==> src/rtl/uart_tx_arbiter.sv <==
`default_nettype none
// ============================================================================
//  Module   : uart_tx_arbiter
//  Purpose  : Round-robin arbiter that shares one 8-bit UART transmitter among
//             NUM_REQ byte producers. Each frame is sequenced as follows:
//               1. Grant the winner, then pulse tx_start and ack.
//               2. Hold tx_data until tx_done.
//               3. Insert GUARD_CLKS idle clocks before the next grant.
//  Ports    : tx_clk    in   clock (transmitter clock domain)
//             rst       in   synchronous reset, active-high
//             req       in   [NUM_REQ]   per-requester request
//             req_data  in   [8*NUM_REQ] requester i byte at [8i+7:8i]
//             ack       out  [NUM_REQ]   one-cycle accept pulse
//             tx_start  out  one-cycle start pulse to the transmitter
//             tx_data   out  [8] byte to the transmitter, held for the frame
//             tx_busy   in   transmitter busy, blocks new grants
//             tx_done   in   one-cycle end-of-frame pulse
//             grant_id  out  [ID_W] last or current owner
//             active    out  high from tx_start through the last guard clock
//             tx_err    out  one-cycle watchdog pulse
//  Options  : `define TX_TIMEOUT_EN adds a WAIT_DONE watchdog of TIMEOUT_CLKS
//             clocks. Without it, tx_err is constant 0 and WAIT_DONE waits
//             indefinitely.
//  Revision : 1.0  initial release
// ============================================================================
module uart_tx_arbiter #(
    parameter int NUM_REQ      = 4,
    parameter int GUARD_CLKS   = 521,
    parameter int TIMEOUT_CLKS = 8192
) (
    input  logic                 tx_clk,
    input  logic                 rst,
    input  logic [NUM_REQ-1:0]   req,
    input  logic [8*NUM_REQ-1:0] req_data,
    output logic [NUM_REQ-1:0]   ack,
    output logic                 tx_start,
    output logic [7:0]           tx_data,
    input  logic                 tx_busy,
    input  logic                 tx_done,
    output logic [$clog2(NUM_REQ)-1:0] grant_id,
    output logic                 active,
    output logic                 tx_err
);

    localparam int ID_W = $clog2(NUM_REQ);

    // One counter serves both the guard gap and the watchdog, so it is sized
    // for the larger of the two limits.
    localparam int CNT_MAX = (GUARD_CLKS > TIMEOUT_CLKS) ? GUARD_CLKS : TIMEOUT_CLKS;
    localparam int CNT_W   = (CNT_MAX < 2) ? 1 : $clog2(CNT_MAX);

    localparam bit               HAS_GUARD  = (GUARD_CLKS != 0);
    localparam logic [CNT_W-1:0] GUARD_LAST = CNT_W'((GUARD_CLKS > 0) ? GUARD_CLKS - 1 : 0);
    localparam logic [NUM_REQ-1:0] ONE_HOT0 = NUM_REQ'(1);
    localparam logic [ID_W-1:0]    LAST_RST = ID_W'(NUM_REQ - 1);

    localparam logic [1:0] ST_IDLE      = 2'd0;
    localparam logic [1:0] ST_WAIT_DONE = 2'd1;
    localparam logic [1:0] ST_GUARD     = 2'd2;

    logic [1:0]         state_q,    state_d;
    logic [NUM_REQ-1:0] ack_q,      ack_d;
    logic               tx_start_q, tx_start_d;
    logic [7:0]         tx_data_q,  tx_data_d;
    logic [ID_W-1:0]    grant_id_q, grant_id_d;
    logic [ID_W-1:0]    last_q,     last_d;
    logic               active_q,   active_d;
    logic               tx_err_q,   tx_err_d;
    logic [CNT_W-1:0]   cnt_q,      cnt_d;

    logic [ID_W-1:0]    win_id;
    logic               grant;
    logic               guard_end;
    logic               timeout_hit;

    // ------------------------------------------------------------------
    // Round-robin pick: scan last+1, last+2, ... (mod NUM_REQ). The loop
    // walks from the farthest candidate to the nearest, so the nearest
    // asserted request is the one that remains assigned.
    // ------------------------------------------------------------------
    always_comb begin
        int              idx;
        logic [ID_W-1:0] sel;
        idx    = 0;
        sel    = '0;
        win_id = '0;
        for (int i = NUM_REQ; i >= 1; i--) begin
            idx = int'(last_q) + i;
            if (idx >= NUM_REQ) begin
                idx = idx - NUM_REQ;
            end
            sel = ID_W'(idx);
            if (req[sel]) begin
                win_id = sel;
            end
        end
    end

    assign grant     = (state_q == ST_IDLE) && (|req) && !tx_busy;
    assign guard_end = (cnt_q == GUARD_LAST);

`ifdef TX_TIMEOUT_EN
    localparam logic [CNT_W-1:0] TO_LAST = CNT_W'(TIMEOUT_CLKS - 1);
    // A tx_done arriving on the limit cycle wins; that frame is a success.
    assign timeout_hit = (state_q == ST_WAIT_DONE) && !tx_done && (cnt_q == TO_LAST);
`else
    assign timeout_hit = 1'b0;
`endif

    // ------------------------------------------------------------------
    // State and output registers
    // ------------------------------------------------------------------
    always_ff @(posedge tx_clk) begin
        if (rst) begin
            state_q    <= ST_IDLE;
            ack_q      <= '0;
            tx_start_q <= 1'b0;
            tx_data_q  <= 8'h00;
            grant_id_q <= '0;
            last_q     <= LAST_RST;
            active_q   <= 1'b0;
            tx_err_q   <= 1'b0;
            cnt_q      <= '0;
        end else begin
            state_q    <= state_d;
            ack_q      <= ack_d;
            tx_start_q <= tx_start_d;
            tx_data_q  <= tx_data_d;
            grant_id_q <= grant_id_d;
            last_q     <= last_d;
            active_q   <= active_d;
            tx_err_q   <= tx_err_d;
            cnt_q      <= cnt_d;
        end
    end

    // ------------------------------------------------------------------
    // Next-state logic
    // ------------------------------------------------------------------
    always_comb begin
        state_d = state_q;
        case (state_q)
            ST_IDLE: begin
                if (grant) begin
                    state_d = ST_WAIT_DONE;
                end
            end
            ST_WAIT_DONE: begin
                if (tx_done || timeout_hit) begin
                    state_d = HAS_GUARD ? ST_GUARD : ST_IDLE;
                end
            end
            ST_GUARD: begin
                if (guard_end) begin
                    state_d = ST_IDLE;
                end
            end
            default: state_d = ST_IDLE;
        endcase
    end

    // ------------------------------------------------------------------
    // Output / datapath next values (registered above)
    // ------------------------------------------------------------------
    always_comb begin
        ack_d      = '0;
        tx_start_d = 1'b0;
        tx_err_d   = 1'b0;
        tx_data_d  = tx_data_q;
        grant_id_d = grant_id_q;
        last_d     = last_q;
        active_d   = active_q;
        cnt_d      = cnt_q;
        case (state_q)
            ST_IDLE: begin
                active_d = 1'b0;
                cnt_d    = '0;
                if (grant) begin
                    ack_d      = ONE_HOT0 << win_id;
                    tx_start_d = 1'b1;
                    tx_data_d  = req_data[{win_id, 3'b000} +: 8];
                    grant_id_d = win_id;
                    last_d     = win_id;
                    active_d   = 1'b1;
                end
            end
            ST_WAIT_DONE: begin
                if (tx_done || timeout_hit) begin
                    cnt_d    = '0;
                    active_d = HAS_GUARD;
                    tx_err_d = timeout_hit;
                end else begin
`ifdef TX_TIMEOUT_EN
                    cnt_d = cnt_q + CNT_W'(1);
`else
                    cnt_d = cnt_q;
`endif
                end
            end
            ST_GUARD: begin
                if (guard_end) begin
                    cnt_d    = '0;
                    active_d = 1'b0;
                end else begin
                    cnt_d = cnt_q + CNT_W'(1);
                end
            end
            default: begin
                cnt_d    = '0;
                active_d = 1'b0;
            end
        endcase
    end

    assign ack      = ack_q;
    assign tx_start = tx_start_q;
    assign tx_data  = tx_data_q;
    assign grant_id = grant_id_q;
    assign active   = active_q;
    assign tx_err   = tx_err_q;

endmodule
`default_nettype wire

==> config.mk <==
export PLATFORM = sky130hd
export DESIGN_NAME = uart_tx_arbiter
export DESIGN_NICKNAME = d
export VERILOG_FILES = /design/src/rtl/uart_tx_arbiter.sv
export SDC_FILE = /design/constraint.sdc
export NUM_CORES = 1
export LEC_CHECK = 0
export CAP_MARGIN = 20
export CORE_MARGIN = 5
export CORE_UTILIZATION = 41
export CTS_CLUSTER_DIAMETER = 80
export DETAILED_ROUTE_END_ITERATION = 10
export GPL_ROUTABILITY_DRIVEN = 0
export GPL_TIMING_DRIVEN = 0
export PLACE_DENSITY = 0.72
export SLEW_MARGIN = 15
export SYNTH_ARGS = -nofsm -noshare
export SYNTH_HDL_FRONTEND = slang
export SYNTH_SLANG_ARGS = --single-unit
==> constraint.sdc <==
create_clock -name tx_clk -period 1.73 [get_ports tx_clk]
set_input_delay 0.346 -clock tx_clk [delete_from_list [all_inputs] [get_ports tx_clk]]
set_output_delay 0.346 -clock tx_clk [all_outputs]
set_load 0.01 [all_outputs]
* Yosys cells after proc, flatten, opt, wreduce, memory -nomap -nowiden
Index checks and enable logic that the tools add are counted.
** Storage, ports and cells
- Register bits after elaboration :: 33
- Output and inout port bits :: 17
** Cells by class
- Add/subtract/negate cells :: 9
- $lt $le $gt $ge :: 8
- Equality and inequality tests :: 6
- Shift-type cells :: 2
- Muxes and demuxes :: 27
- Bitwise gates (word level) :: 2
- Reduce and logical (&&, ||, !) cells :: 10
** Operators with widths (number)
- $shiftx A32 B6 Y8 :: 1
- $mux W13 :: 2
- $pmux W13 S2 :: 1
- $mux W2 :: 11
- $add A13 B1 Y13 const B :: 1
- $eq A13 B10 Y1 const B :: 1
- $lt A2 B3 Y1 const B :: 4
- $ge A3 B3 Y1 const B :: 3
- $bmux W1 S2 :: 4
- $sub A2 B1 Y2 const B :: 4
- $mux W1 :: 7
- $add A2 B2 Y3 const B :: 2
- $ne A2 B2 Y1 const B :: 3
- $pmux W2 S3 :: 1
- $add A2 B3 Y4 const B :: 1
- $ge A4 B3 Y1 const B :: 1
- $reduce_and A2 Y1 :: 2
- $reduce_or A4 Y1 :: 1
- $shl A1 B2 Y4 const A :: 1
- $add A2 B1 Y3 const B :: 1
- $pmux W1 S3 :: 1
- $reduce_and A3 Y1 :: 1
- $reduce_or A3 Y1 :: 1
- $eq A2 B1 Y1 const B :: 1
- 6 further kinds :: 8

* Depth between registers and ports, before layout
Gate-level depths: netlist of run 1.
- Depth after elaboration :: 10
- Gate-level depth with buffers :: 8
- Mapped depth without buffers :: 7

* Worst setup path after synthesis of run 1
No wires, ideal clock.
- Path type :: flip-flop to flip-flop
- Start point :: register cnt_q[0]
- End point :: register cnt_q[3]
- Setup time :: 0.064 ns
- Data arrival time :: 1.624 ns
- Slack :: 0.042 ns
- Cell stages (with the launch flop) :: 9
- Buffers on the path :: 1
- Clock period less this slack :: 1.688 ns
- Path through :: dfxtp_1 -> inv_1 -> ha_1 -> nor4b_1 -> a311o_1 -> and2_1 -> or2_1 -> buf_6 -> nor2_1
** On the way
- Cells in the longest elaborated chain, start to end :: 3
- Elaborated cells on any way between the ends :: 4
** Ends and longest elaborated chain
- from (decl) :: line 69 : logic [CNT_W-1:0] cnt_q, cnt_d;
- from (signal assigned) :: line 133 : cnt_q <= cnt_d;
- $add A13 B1 Y13 / $eq A13 B10 Y1 (equally long branches) :: line 205, 100
- $mux W13 (*) :: line 201 : if (guard_end) begin
- $pmux W13 S2 (*) :: line 174 : case (state_q)
Mark *: on every way between the ends. The rest lies on a longest branch, timed or not.
A chain may end at the register's enable or synchronous reset.

* Final worst setup path of run 1
- Start point :: register cnt_q[0]
- End point :: register cnt_q[1]
The elaborated chain is that of the path after synthesis.

==> metrics.md, run 1 <==
| Metric | Value |
|---|---|
| Drc violations | `0` |
| Fmax | `0.564 GHz` |
| Worst Slack Setup Final | `-41.5 ps` |
| VDD IR-drop max | `0.380 mV` |
| Logic pwr share | `23.9%` |
| Reg area | `666 sq um` |
| Commonest non-fill, non-tap cell in the layout | `clkdlybuf4s50_1` |
| Initial core utilization | `42.1%` |
| LEAKAGE | `0.998 nW` |
| Number of I/O pins | `57` |
| Asr flop ratio synth | `0%` |
| Gr usage total | `17.7%` |
| CTS clk-pin slew, worst paths | `70 ps` |
| Final setup vio count | `9` |
| Post-DP Area | `2300 sq um` |
| Clock Tree Root | `clkbuf_8` |
| Crit path kind | `reg -> reg` |
| MaxCap Viol Count | `0` |
| CTS tree | `built` |
| Crit path max fanout | `5` |
| Req. time, crit path | `1950 ps` |
| Largest net degree at the start of global routing | `11` |
| Syn_nets | `236` |
| Iter 0 DRT Violations | `128` |
| R2R setup slack | `-40 ps` |
| Max Slew Vio Count | `0` |
| Gate Count Post-Synth | `194` |
| Routed WL | `4700 um` |
| YS warnings | `0` |
| DR pass1 iterations | `4` |
| CP Capture Type | `flop` |
| Row count | `23` |
| Power Total | `1.87 mW` |
| Violated checks | `setup timing` |
| Worst Skew | `4.54 ps` |
| Arr. time, crit path | `1990 ps` |
| Post-synth EDFFs | `0` |
| Top_reg_cell synth | `dfxtp_1` |
| Initial antenna violation count | `0` |
| Final Hold Viols | `0` |
| IO buf count | `55` |
| Multi-input logic area | `1070 sq um` |
| Sw Share | `26.5%` |
| Detailed Place HPWL | `3100 um` |
| Core Box Area | `4000 sq um` |
| Share of cells above drive strength 1 | `23.0%` |
| Seq/Total Area, Yosys | `39.3%` |
| Mapped cell area | `1680 sq um` |
| Hold Path Class | `reg -> reg` |
| Total grt overflow | `0` |
| Via count | `1664` |
| Commonest non-fill, non-tap cells in the layout | `clkdlybuf4s50_1, dfxtp_1, nor2_1, buf_4, nand2_1` |
| ANT cells | `0` |
| Die Span Y | `74.1 um` |
| #FFs+latches synth | `33` |
| Layout fillers | `349` |
| Pint | `1.38 mW` |
| Worst-margin pin slew | `573 ps` |
| Area Growth Syn to Fin | `55.5%` |
| RSZ-0062 raised after global routing | `yes` |
| Crit path time final | `1770 ps` |
| Chip width | `74.1 um` |
| DR WL/cell | `14.7 um` |
| Final-stage net count | `312` |
| Clock share of power | `31.5%` |
| Post-route cell area | `2620 sq um` |
| Clock Sinks | `33` |
| Seq pwr share | `44.5%` |
| Fin crit share | `102%` |
| Routed Antenna Nets | `0` |
| Net switching power figure | `0.496 mW` |
| Power Density | `716 nW/um^2` |
| Vias in the first global route | `1576` |
| Type of origin of the critical path | `flop` |
| Cell variety after synth | `44` |
| H-tree depth | `2` |
| Run status | `complete, but fails checks` |
| Slew margin rel. | `61.4%` |
| Vias per cell | `5.20` |
| First-pass GRT wire length | `7350 um` |
| Worst-case clock buffer depth | `2` |
| Mapped Avg Cell Area | `8.67 sq um` |
| Clk Latency, worst-skew pair | `280 ps` |
| CTS Buf Count | `5` |
| Die Area | `5490 sq um` |
## metal layers
metal | share of wire, % | up-vias | track usage (%) | wire length [um]
li1 | - | 849 | - | -
met1 | 43 | 766 | 21.2 | 2020
met2 | 50 | 43 | 30.4 | 2330
met3 | 5.9 | 6 | 3.78 | 275
met4 | 1.3 | 0 | 7.65 | 63
met5 | 0 | - | 0 | 0
## state kept, by name, summed over array words and instances, names as in the netlist
register / flops
ack: 4
active: 1
grant_id: 2
tx_start: 1
state_q: 2
last_q: 2
cnt_q: 13
tx_data: 8
## synthesized netlist by cell type (all sizes together) (7+ instances only)
library cell / instances / area share, %
nand2: 18 / 4.2
o21ai: 9 / 2.7
a21boi: 8 / 3.6
dfxtp: 33 / 39
nor2: 27 / 6.2
a21oi: 7 / 2.1
o211ai: 8 / 3.9
mux2i: 9 / 5.4
and3: 9 / 3.3
## power groups by stage
| stage | Combinational (mW) | Sequential, mW | Clock (mW) |
|---|---|---|---|
| floorplan | 0.186 | 0.863 | 0 |
| global placement | 0.402 | 0.848 | 0 |
| detailed placement | 0.405 | 0.849 | 0 |
| CTS | 0.436 | 0.833 | 0.602 |
| global route | 0.482 | 0.839 | 0.633 |
| finish | 0.448 | 0.834 | 0.591 |
## cells by family after synthesis
logic type / share of synthesized area [%]
and+or+nand+nor: 25.8
adders and majority gates: 1.49
AOI/OAI and AO/OA: 19.6
DFF: 39.3
other: 0.223
buffers and inverters: 4.16
xor gates and xnor gates: 4.16
muxes: 5.35
## stage by stage
| stage | cells | hold slack (ps) | setup TNS (ps) | worst slack (ps) | utilization, % |
|---|---|---|---|---|---|
| finish | 320 | 467 | -165 | -41.5 | 65.4 |
| global route | 320 | 499 | -690 | -114 | 65.4 |
| CTS | 316 | 471 | 0 | 0.151 | 62.5 |
| detailed placement | 299 | 456 | -9610 | -597 | 57.4 |
| global placement | 299 | 442 | -9100 | -558 | 57.4 |
| floorplan | 194 | 425 | 0 | 42.0 | - |
## timing repair
| item | CTS | global route |
|---|---|---|
| hold buffers | 0 | 0 |
| setup endpoints to repair | 27 | 16 |
| setup buffers | 10 | 4 |
| pin swaps | 15 | 10 |
| resized for setup | 25 | 21 |
| cloned | 1 | 0 |
## critical path, cell delays in order (launching register included)
cell and delay (ps):
dfxtp_2 340, inv_2 50, ha_4 140, nor4b_4 120, a311o_1 410, and2_4 160, or2_4 250, buf_6 140
nor2_2 90
## worst paths after layout
check	from	to	cells past startpoint
worst max-delay path	cnt_q[0]	cnt_q[1]	8
worst min-delay path	tx_data[7]	tx_data[7]	2
worst max register to register	cnt_q[0]	cnt_q[1]	8
worst min register to register	tx_data[7]	tx_data[7]	2
## final cells by class
type	count	area share (%)
inverters	5	0.717
multi-input cells	148	41.0
repair buffers	70	25.4
clock buffers	7	3.30
flip-flops and latches	33	25.4
plain buffers	7	1.82
well taps	50	2.39
Power figures use the tool's default switching activity.
==> run 2: changes to the inputs <==
--- a/config.mk
+++ b/config.mk
@@ -7,12 +7,13 @@
 export LEC_CHECK = 0
 export CAP_MARGIN = 20
 export CORE_MARGIN = 5
-export CORE_UTILIZATION = 41
+export CORE_UTILIZATION = 45
 export CTS_CLUSTER_DIAMETER = 80
 export DETAILED_ROUTE_END_ITERATION = 10
 export GPL_ROUTABILITY_DRIVEN = 0
 export GPL_TIMING_DRIVEN = 0
-export PLACE_DENSITY = 0.72
+export PLACE_DENSITY_LB_ADDON = 0.25
+export RECOVER_POWER = 100
 export SLEW_MARGIN = 15
 export SYNTH_ARGS = -nofsm -noshare
 export SYNTH_HDL_FRONTEND = slang
==> constraint.sdc (replaced) <==
create_clock -name tx_clk -period 1.9 [get_ports tx_clk]
set_input_delay 0.38 -clock tx_clk [delete_from_list [all_inputs] [get_ports tx_clk]]
set_output_delay 0.38 -clock tx_clk [all_outputs]
set_load 0.01 [all_outputs]
==> run 2 against run 1 <==
Effect of this change: sequential share of layout area up 0.36 points; non-clock buffer count down 5; critical path depth unchanged; register-to-register slack better by 80 ps; clock skew down 1.9 ps; cell count down 2.2%; first-iteration DRC count down 52%; the run now ends clean; hold slack better by 2.4 ps; combinational power down 9.2%; clock power down 9.6%; via count up 2.3%.
==> metrics.md, run 2 (synthesized netlist as in run 1, its figures left out) <==
| Metric | Value |
|---|---|
| CTS tree | `built (unchanged)` |
| DR WL met3 | `273 um (was 275 um)` |
| Largest reg by FF count | `cnt_q (unchanged)` |
| Via count | `1702 (was 1664)` |
| Hold Path Class | `reg -> reg (unchanged)` |
| LEAKAGE | `0.957 nW (was 0.998 nW)` |
| Commonest non-fill, non-tap cells in the layout | `clkdlybuf4s50_1, dfxtp_1, nand2_1, nor2_1 (was clkdlybuf4s50_1, dfxtp_1, nor2_1, buf_4, nand2_1)` |
| Area Growth Syn to Fin | `53.1% (was 55.5%)` |
| Initial core utilization | `46.3% (was 42.1%)` |
| Final Hold Viols | `0 (unchanged)` |
| Chip width | `71.2 um (was 74.1 um)` |
| Layout fillers | `309 (was 349)` |
| Clock Sinks | `33 (unchanged)` |
| Fmax | `0.536 GHz (was 0.564 GHz)` |
| Routed WL | `4680 um (was 4700 um)` |
| Crit path time final | `1860 ps (was 1770 ps)` |
| RSZ-0062 raised after global routing | `yes (unchanged)` |
| Iter 0 DRT Violations | `61 (was 128)` |
| Met2 wire len | `2340 um (was 2330 um)` |
| CTS Buf Count | `5 (unchanged)` |
| Crit path max fanout | `5 (unchanged)` |
| Max Slew Vio Count | `0 (unchanged)` |
| MaxCap Viol Count | `0 (unchanged)` |
| CTS clk-pin slew, worst paths | `60 ps (was 70 ps)` |
| VDD IR-drop max | `0.592 mV (was 0.380 mV)` |
| Dpl cells | `297 (was 299)` |
| Worst Skew | `2.62 ps (was 4.54 ps)` |
| Arr. time, crit path | `2090 ps (was 1990 ps)` |
| Run status | `finished, final reports clean (was complete, but fails checks)` |
| Largest net degree at the start of global routing | `11 (unchanged)` |
| Routed Antenna Nets | `0 (unchanged)` |
| Worst-case clock buffer depth | `2 (unchanged)` |
| H-tree depth | `2 (unchanged)` |
| R2R setup slack | `40 ps (was -40 ps)` |
| Clk Latency, worst-skew pair | `290 ps (was 280 ps)` |
| Type of origin of the critical path | `flop (unchanged)` |
| Req. time, crit path | `2130 ps (was 1950 ps)` |
| Crit path kind | `reg -> reg (unchanged)` |
| Share of cells above drive strength 1 | `20.4% (was 23.0%)` |
| Die Span Y | `71.2 um (was 74.1 um)` |
| Slew margin rel. | `63.3% (was 61.4%)` |
| IO buf count | `55 (unchanged)` |
| DR pass1 iterations | `4 (unchanged)` |
| Reg area | `664 sq um (was 666 sq um)` |
| Highest metal used | `met4 (unchanged)` |
| Met1 wire length | `1970 um (was 2020 um)` |
| DR WL/cell | `14.9 um (was 14.7 um)` |
| Vias per cell | `5.44 (was 5.20)` |
| Clock Tree Root | `clkbuf_8 (unchanged)` |
| Commonest non-fill, non-tap cell in the layout | `clkdlybuf4s50_1 (unchanged)` |
| Initial antenna violation count | `0 (unchanged)` |
| Final-stage net count | `307 (was 312)` |
| Largest register FFs | `13 (unchanged)` |
| Die Area | `5060 sq um (was 5490 sq um)` |
| Number of I/O pins | `57 (unchanged)` |
| Worst-margin pin slew | `546 ps (was 573 ps)` |
| Final setup vio count | `0 (was 9)` |
| Fin crit share | `98.1% (was 102%)` |
| Non-Filler Instances | `313 (was 320)` |
| Multi-input logic area | `1060 sq um (was 1070 sq um)` |
| Vias in the first global route | `1568 (was 1576)` |
| Power Density | `660 nW/um^2 (was 716 nW/um^2)` |
| Gr usage total | `17.7% (about the same)` |
| Setup_tns | `0 ps (was -165 ps)` |
| ANT cells | `0 (unchanged)` |
| Row count | `22 (was 23)` |
| First-pass GRT wire length | `7130 um (was 7350 um)` |
| Power Total | `1.70 mW (was 1.87 mW)` |
| Core Box Area | `3630 sq um (was 4000 sq um)` |
| Hold buffers post-CTS | `0 (unchanged)` |
| Detailed Place HPWL | `3070 um (was 3100 um)` |
| Total grt overflow | `0 (unchanged)` |
| Drc violations | `0 (unchanged)` |
| CP Capture Type | `flop (unchanged)` |
==> run 2: cell types whose count changed in the layout (fill, tap and decap cells not counted), sizes merged <==
cell           before  now
dlygate4sd2         5    3
clkdlybuf4s50      50   52
clkbuf              9   10
buf                20   14
==> run 2: metal layers <==
layer	track usage, %	vias up
li1	-	841
met1	22.7	776
met2	27.8	73
met3	5.40	12
met4	6.89	0
met5	0	-
==> run 2: final cells by class <==
| cell class | instances | area share (%) |
|---|---|---|
| clock buffer | 7 | 3.35 |
| buffer | 7 | 1.89 |
| inverter | 5 | 0.729 |
| tap | 48 | 2.33 |
| timing repair buffer | 65 | 24.6 |
| sequential | 33 | 25.8 |
| multi-input combinational | 148 | 41.3 |
==> run 2: where the power goes <==
part | leakage [nW] | switching [mW] | internal, mW
Clock | 0.0443 | 0.247 | 0.287
Combinational | 0.643 | 0.176 | 0.231
Sequential | 0.270 | 0.0257 | 0.733
==> run 2: final timing paths <==
| check | from | endpoint | depth (start not counted) |
|---|---|---|---|
| setup / recovery | cnt_q[1] | cnt_q[6] | 8 |
| hold / removal | tx_data[7] | tx_data[7] | 2 |
| hold reg to reg | tx_data[7] | tx_data[7] | 2 |
| setup reg to reg | cnt_q[1] | cnt_q[6] | 8 |
==> run 2: worst max-delay path, cell delays in order, from the launching register on <==
cell and delay, ps:
dfxtp_2 330, inv_1 80, ha_4 170, nor4b_4 120
a311o_1 430, and2_4 190, or2_4 270, buf_8 150
nor2_4 70
==> run 2: through the flow <==
step                cell area [sq um]  setup slack, ps  hold slack (ps)  util (%)
floorplan                        1680              212              449         -
global placement                 2290             -402              444      63.1
detailed placement               2290             -434              447      63.1
CTS                              2420             20.7              467      66.7
global route                     2580            -34.6              489      70.9
finish                           2580             36.0              469      70.9
==> run 2: timing repair <==
item	CTS	global route
buffers inserted	4	5
cloned	0	1
pin swaps	1	15
endpoints found under the setup margin	10	20
gates resized for setup	10	32
